[config.mk]
export PLATFORM = sky130hd
export DESIGN_NAME = jt8255_hsbridge
export DESIGN_NICKNAME = d
export VERILOG_FILES = /design/src/rtl/jt8255_hsbridge.sv
export SDC_FILE = /design/constraint.sdc
export NUM_CORES = 1
export LEC_CHECK = 0
export BUFFER_PORTS_ARGS = -buffer_cell sky130_fd_sc_hd__buf_2
export CORE_UTILIZATION = 35
export DETAILED_ROUTE_END_ITERATION = 12
export SYNTH_ARGS = -nofsm -noshare
export SYNTH_HDL_FRONTEND = slang
export SYNTH_SLANG_ARGS = --single-unit
[constraint.sdc]
create_clock -name clk -period 2.7 [get_ports clk]
set_input_delay 0.27 -clock clk [delete_from_list [all_inputs] [get_ports clk]]
set_output_delay 0.27 -clock clk [all_outputs]
set_load 0.01 [all_outputs]
[src/rtl/jt8255_hsbridge.sv]
// Peripheral-side handshake bridge for one jt8255 port in mode 1/2.
// A TX FIFO feeds the PPI input latch via STB/IBF; an RX FIFO drains the output latch via OBF/ACK.
module jt8255_hsbridge #(
    parameter int AW      = 2,
    parameter int STB_LEN = 4,
    parameter int ACK_LEN = 4
) (
    input  logic          rst,
    input  logic          clk,
    input  logic          tx_en,
    input  logic          rx_en,
    input  logic [7:0]    tx_data,
    input  logic          tx_valid,
    output logic          tx_ready,
    output logic [7:0]    rx_data,
    output logic          rx_valid,
    input  logic          rx_ready,
    output logic [AW:0]   tx_level,
    output logic [AW:0]   rx_level,
    output logic [7:0]    ppi_din,
    input  logic [7:0]    ppi_dout,
    input  logic          ibf,
    input  logic          obf_n,
    output logic          stb,
    output logic          ack
);
    localparam int          DEPTH    = 1 << AW;
    localparam int          LEN_MAX  = (STB_LEN > ACK_LEN) ? STB_LEN : ACK_LEN;
    localparam int          CW       = $clog2(LEN_MAX + 1);
    localparam logic [AW:0] LVL_FULL = (AW+1)'(DEPTH);

    typedef enum logic [1:0] {TX_IDLE, TX_SETUP, TX_STROBE, TX_WAIT_IBF} tx_state_t;
    typedef enum logic [1:0] {RX_IDLE, RX_ACK, RX_WAIT_OBF} rx_state_t;

    logic [7:0]    tx_mem [DEPTH];
    logic [7:0]    rx_mem [DEPTH];
    logic [AW-1:0] tx_wr, tx_rd, rx_wr, rx_rd;
    logic          tx_push, tx_pop, rx_push, rx_pop;
    tx_state_t     tx_state, tx_state_nx;
    rx_state_t     rx_state, rx_state_nx;
    logic [CW-1:0] tx_cnt, tx_cnt_nx, rx_cnt, rx_cnt_nx;
    logic          stb_nx, ack_nx;
    logic [7:0]    din_nx;

    // A full TX FIFO still accepts a byte in the cycle the FSM takes the head.
    assign tx_ready = (tx_level != LVL_FULL) || tx_pop;
    assign tx_push  = tx_valid && tx_ready;
    assign rx_valid = (rx_level != '0);
    assign rx_pop   = rx_valid && rx_ready;
    assign rx_data  = rx_mem[rx_rd];

    always_ff @(posedge clk) begin
        if (tx_push) tx_mem[tx_wr] <= tx_data;
        if (rx_push) rx_mem[rx_wr] <= ppi_dout;
    end

    always_ff @(posedge clk or posedge rst) begin
        if (rst) begin
            tx_wr    <= '0;
            tx_rd    <= '0;
            tx_level <= '0;
            rx_wr    <= '0;
            rx_rd    <= '0;
            rx_level <= '0;
        end else begin
            if (tx_push) tx_wr <= tx_wr + AW'(1);
            if (tx_pop)  tx_rd <= tx_rd + AW'(1);
            if (tx_push && !tx_pop)      tx_level <= tx_level + (AW+1)'(1);
            else if (!tx_push && tx_pop) tx_level <= tx_level - (AW+1)'(1);
            if (rx_push) rx_wr <= rx_wr + AW'(1);
            if (rx_pop)  rx_rd <= rx_rd + AW'(1);
            if (rx_push && !rx_pop)      rx_level <= rx_level + (AW+1)'(1);
            else if (!rx_push && rx_pop) rx_level <= rx_level - (AW+1)'(1);
        end
    end

    always_ff @(posedge clk or posedge rst) begin
        if (rst) begin
            tx_state <= TX_IDLE;
            rx_state <= RX_IDLE;
            tx_cnt   <= '0;
            rx_cnt   <= '0;
            stb      <= 1'b0;
            ack      <= 1'b0;
            ppi_din  <= 8'hff;
        end else begin
            tx_state <= tx_state_nx;
            rx_state <= rx_state_nx;
            tx_cnt   <= tx_cnt_nx;
            rx_cnt   <= rx_cnt_nx;
            stb      <= stb_nx;
            ack      <= ack_nx;
            ppi_din  <= din_nx;
        end
    end

    // WAIT_IBF absorbs the PPI's delayed IBF update so a byte is never strobed twice.
    always_comb begin
        tx_state_nx = tx_state;
        tx_cnt_nx   = tx_cnt;
        stb_nx      = stb;
        din_nx      = ppi_din;
        tx_pop      = 1'b0;
        case (tx_state)
            TX_IDLE: begin
                if (tx_en && (tx_level != '0) && !ibf) begin
                    din_nx      = tx_mem[tx_rd];
                    tx_pop      = 1'b1;
                    tx_state_nx = TX_SETUP;
                end
            end
            TX_SETUP: begin
                stb_nx      = 1'b1;
                tx_cnt_nx   = CW'(STB_LEN - 1);
                tx_state_nx = TX_STROBE;
            end
            TX_STROBE: begin
                if (tx_cnt == '0) begin
                    stb_nx      = 1'b0;
                    tx_state_nx = TX_WAIT_IBF;
                end else begin
                    tx_cnt_nx = tx_cnt - CW'(1);
                end
            end
            TX_WAIT_IBF: begin
                if (ibf) tx_state_nx = TX_IDLE;
            end
            default: begin
                stb_nx      = 1'b0;
                tx_state_nx = TX_IDLE;
            end
        endcase
    end

    // A full RX FIFO leaves OBF asserted, which back-pressures the CPU.
    always_comb begin
        rx_state_nx = rx_state;
        rx_cnt_nx   = rx_cnt;
        ack_nx      = ack;
        rx_push     = 1'b0;
        case (rx_state)
            RX_IDLE: begin
                if (rx_en && !obf_n && (rx_level != LVL_FULL)) begin
                    rx_push     = 1'b1;
                    ack_nx      = 1'b1;
                    rx_cnt_nx   = CW'(ACK_LEN - 1);
                    rx_state_nx = RX_ACK;
                end
            end
            RX_ACK: begin
                if (rx_cnt == '0) begin
                    ack_nx      = 1'b0;
                    rx_state_nx = RX_WAIT_OBF;
                end else begin
                    rx_cnt_nx = rx_cnt - CW'(1);
                end
            end
            RX_WAIT_OBF: begin
                if (obf_n) rx_state_nx = RX_IDLE;
            end
            default: begin
                ack_nx      = 1'b0;
                rx_state_nx = RX_IDLE;
            end
        endcase
    end
endmodule

==> impl_results.md <==
- Status: finished clean
- Tcrit/Tclk final: 0.904
- Detail Route Antenna Nets: 0
- Fill cell count: 1036
- Final hold vios: 0
- WP data required: 2960 ps
- RR Startpoint: tx_state[0]$_DFFE_PP0P_
- Fmax: 0.410 GHz
- FF+latch count, synth: 98
- Min Tclk post-route: 2440 ps
- Crit-path leading delay family: adder cells
- GRT Util Overall: 0.120
- Share of layout cells above drive strength 1: 0.346
- Total power: between 0.005 and 0.006 W
- Peak supply drop: 0.502 mV
- Post-route cell area: 4800 um2
- Max_cap viols: 0
- Critical Path, Cell by Cell: inv_1 -> ha_1 -> nand3b_1 -> nand3_1 -> and2_0 -> ha_1 -> inv_1 -> fa_1 -> xor2_1 -> nor2_1 -> xor2_1
- Skew-Pair Late Insertion Delay: 340 ps
- Core ar.: around 11000 um2
- CP Class: register to register
- Post-synth EDFFs: 64
- Sink Count: slightly below 100
- Slew Limit Fails: 0
- Pin slew with the least headroom to its limit: 610 ps
- Pwr/cell area: 1060 nW/um2
- Reg-to-Reg End: tx_level[2]$_DFFE_PP0P_
- Vias/cell: 4.70
- GRT overflow: 0
- Async set or reset register ratio after synthesis: 0.347
- Gpl congestion: 0.709
- Synth top area share: 0.466
- Cell Rows: 39
- Cell accounting for the most synthesized area: edfxtp_1
- Syn Area/Cell: 16.9 um2
- FF+latch area: 2780 um2
- Final Skew: 5.82 ps
- Multi-input gate area: 1230 um2
- Area grow syn2layout: 16.5%
- Initial antenna violation count: 0
- Number of global-route vias before repair: ~2300
- Largest net degree at the start of global routing: 35
- Seq/Total Area, Yosys: 0.675
- Initial DRC count: 111
- CTS tree: yes
- Post-Syn Area: 4120 um2
- Clk slew on worst S/H paths: 60 ps
- Finished Core Util: 0.419
- Die area: about 12000 um2
- Area contributors post-synth: edfxtp_1 (47%), dfrtp_1 (16%), mux4_2 (8.7%), ha_1 (5.8%), dfstp_2 (5.1%)
- Worst setup SP type: register
- Ports: 50
- Final HPWL DP: 4580 um
- IO Port Bufs: 49
- Nets@finish: 346
- Synth unique cells: 35
- Via count: 2109
- Worst EP arrival: 2700 ps
- Avg WL per Cell: 14.9 um
- First-pass GRT wire length: about 11000 um
- Setup crit end kind: register
- Post-Syn Instances: roughly 240
- Setup TNS: 0 ps
- Slowest-stage cell, CP: dfrtp_1
- Total CTS buffers: 9
- Post-CTS Hold Fix Bufs: 0
- Post CTS Setup Buffer Count: 0
- Net Count, Synth: 289
- Ys Warns: 0
- RSZ-0062 raised after global routing: no
- CTS H-tree depth: 3
- Most common cell after layout, fill and taps aside: edfxtp_1
- Most frequent cells in the layout: edfxtp_1 (64), buf_2 (49), dfrtp_1 (26), ha_1 (19), inv_1 (18)
- R2r setup slk: 260 ps
- Slew Limit Headroom: 0.593
- Antenna cells: 0
- # setup viols final: 0
- Drt first pass iters: 3
- Die H: about 110 um
- Worst-path fanout max: 6
- Clock root buffer: clkbuf_16
- Post-synth top flop: edfxtp_1
- Max Root-Sink Buffers: 2
- Static Leak: approximately 1.9 nW
- Die width: about 110 um
- R2R cell count: 11
- CP Buf/Inv Count: 2
- Drc violations: 0
- Slowest stage delay, CP: a little over 400 ps
- Placed cell area: 4540 um2
- PostCTS Resize Cnt: 0
- Min-delay worst type: input port to asynchronous set/reset pin
- Final WL: approximately 6700 um
- Initial Utilization: 0.360
-- per-stage QoR --
stage / cells / worst slack (ps) / hold slack [ps]
2_1_floorplan: 244 / 428 / 369
3_3_place_gp: 433 / 377 / 408
3_5_place_dp: 433 / 271 / 410
4_1_cts: 449 / 251 / 43.2
5_1_grt: 449 / 52.3 / 74.5
6_report: 449 / 260 / 22.1
-- power by group --
part	switching (W)	leakage (nW)	internal, W	total (W)
clock network	0.000522	0.127	0.000616	0.00114
registers	0.000349	0.971	0.00205	0.00240
logic	0.000735	0.794	0.000810	0.00154
total	0.00161	1.89	0.00348	0.00508
-- area by class of cell --
class / count / share of cell area
clock buffer: 10 / 0.0477
clock inverter: 6 / 0.00703
multi-input combinational: 122 / 0.257
sequential: 98 / 0.579
timing repair buffer: 51 / 0.0542
tap: 143 / 0.0372
inverter: 19 / 0.0175
-- cell usage after synthesis (2+ instances only) --
| library cell | instances |
|---|---|
| edfxtp_1 | 64 |
| dfrtp_1 | 26 |
| ha_1 | 19 |
| inv_1 | 18 |
| mux4_2 | 16 |
| nand2_1 | 14 |
| mux2_2 | 13 |
| dfstp_2 | 8 |
| nor2_1 | 7 |
| o21ai_0 | 7 |
| xnor2_1 | 7 |
| and3_1 | 5 |
| xor2_1 | 5 |
| and2_1 | 4 |
| buf_2 | 3 |
| nand2b_1 | 3 |
| nand3_1 | 3 |
| fa_1 | 2 |
| mux2i_1 | 2 |
| nand3b_1 | 2 |
| nor3_1 | 2 |
-- routing by layer --
| metal | vias to the layer above | share of wire | global-route usage |
|---|---|---|---|
| li1 | 1004 | - | - |
| met1 | 1053 | 0.44 | 0.138 |
| met2 | 42 | 0.50 | 0.205 |
| met3 | 10 | 0.049 | 0.0423 |
| met4 | 0 | 0.016 | 0.0427 |
| met5 | - | 0 | 0 |
-- state kept, by name, summed over array words and instances, names as in the netlist --
signal and cells:
tx_rd 2, ppi_din 8, tx_wr 2, tx_level 3
tx_state 2, rx_rd 2, stb 1, rx_state 2
tx_mem 32, rx_wr 2, tx_cnt 3, rx_mem 32
rx_cnt 3, rx_level 3, ack 1
-- cell families after synthesis --
logic type	synth area share
compound gates	0.0225
fa+ha+maj	0.0674
simple gates	0.0564
xor+xnor	0.0255
flops	0.675
mux	0.128
buf+inv	0.0258
-- worst min-delay path: cells and delay by family --
kind / cells / cell delay (ps)
buffers and inverters: 3 / 530
-- how the worst max path moves through the flow --
| stage | startpoint | depth (start not counted) | endpoint | slack [ps] |
|---|---|---|---|---|
| after detailed placement | tx_state[0]$_DFFE_PP0P_ | 11 | tx_level[2]$_DFFE_PP0P_ | 270 |
| after global placement | tx_state[0]$_DFFE_PP0P_ | 11 | tx_level[2]$_DFFE_PP0P_ | 380 |
| after floorplan | tx_state[0]$_DFFE_PP0P_ | 11 | tx_level[2]$_DFFE_PP0P_ | 430 |
| final | tx_state[0]$_DFFE_PP0P_ | 11 | tx_level[2]$_DFFE_PP0P_ | 260 |
| after global routing | tx_state[0]$_DFFE_PP0P_ | 11 | tx_level[2]$_DFFE_PP0P_ | 50 |
| after CTS | tx_state[0]$_DFFE_PP0P_ | 11 | tx_level[2]$_DFFE_PP0P_ | 250 |
No activity file was read; power rests on OpenSTA's default activity.
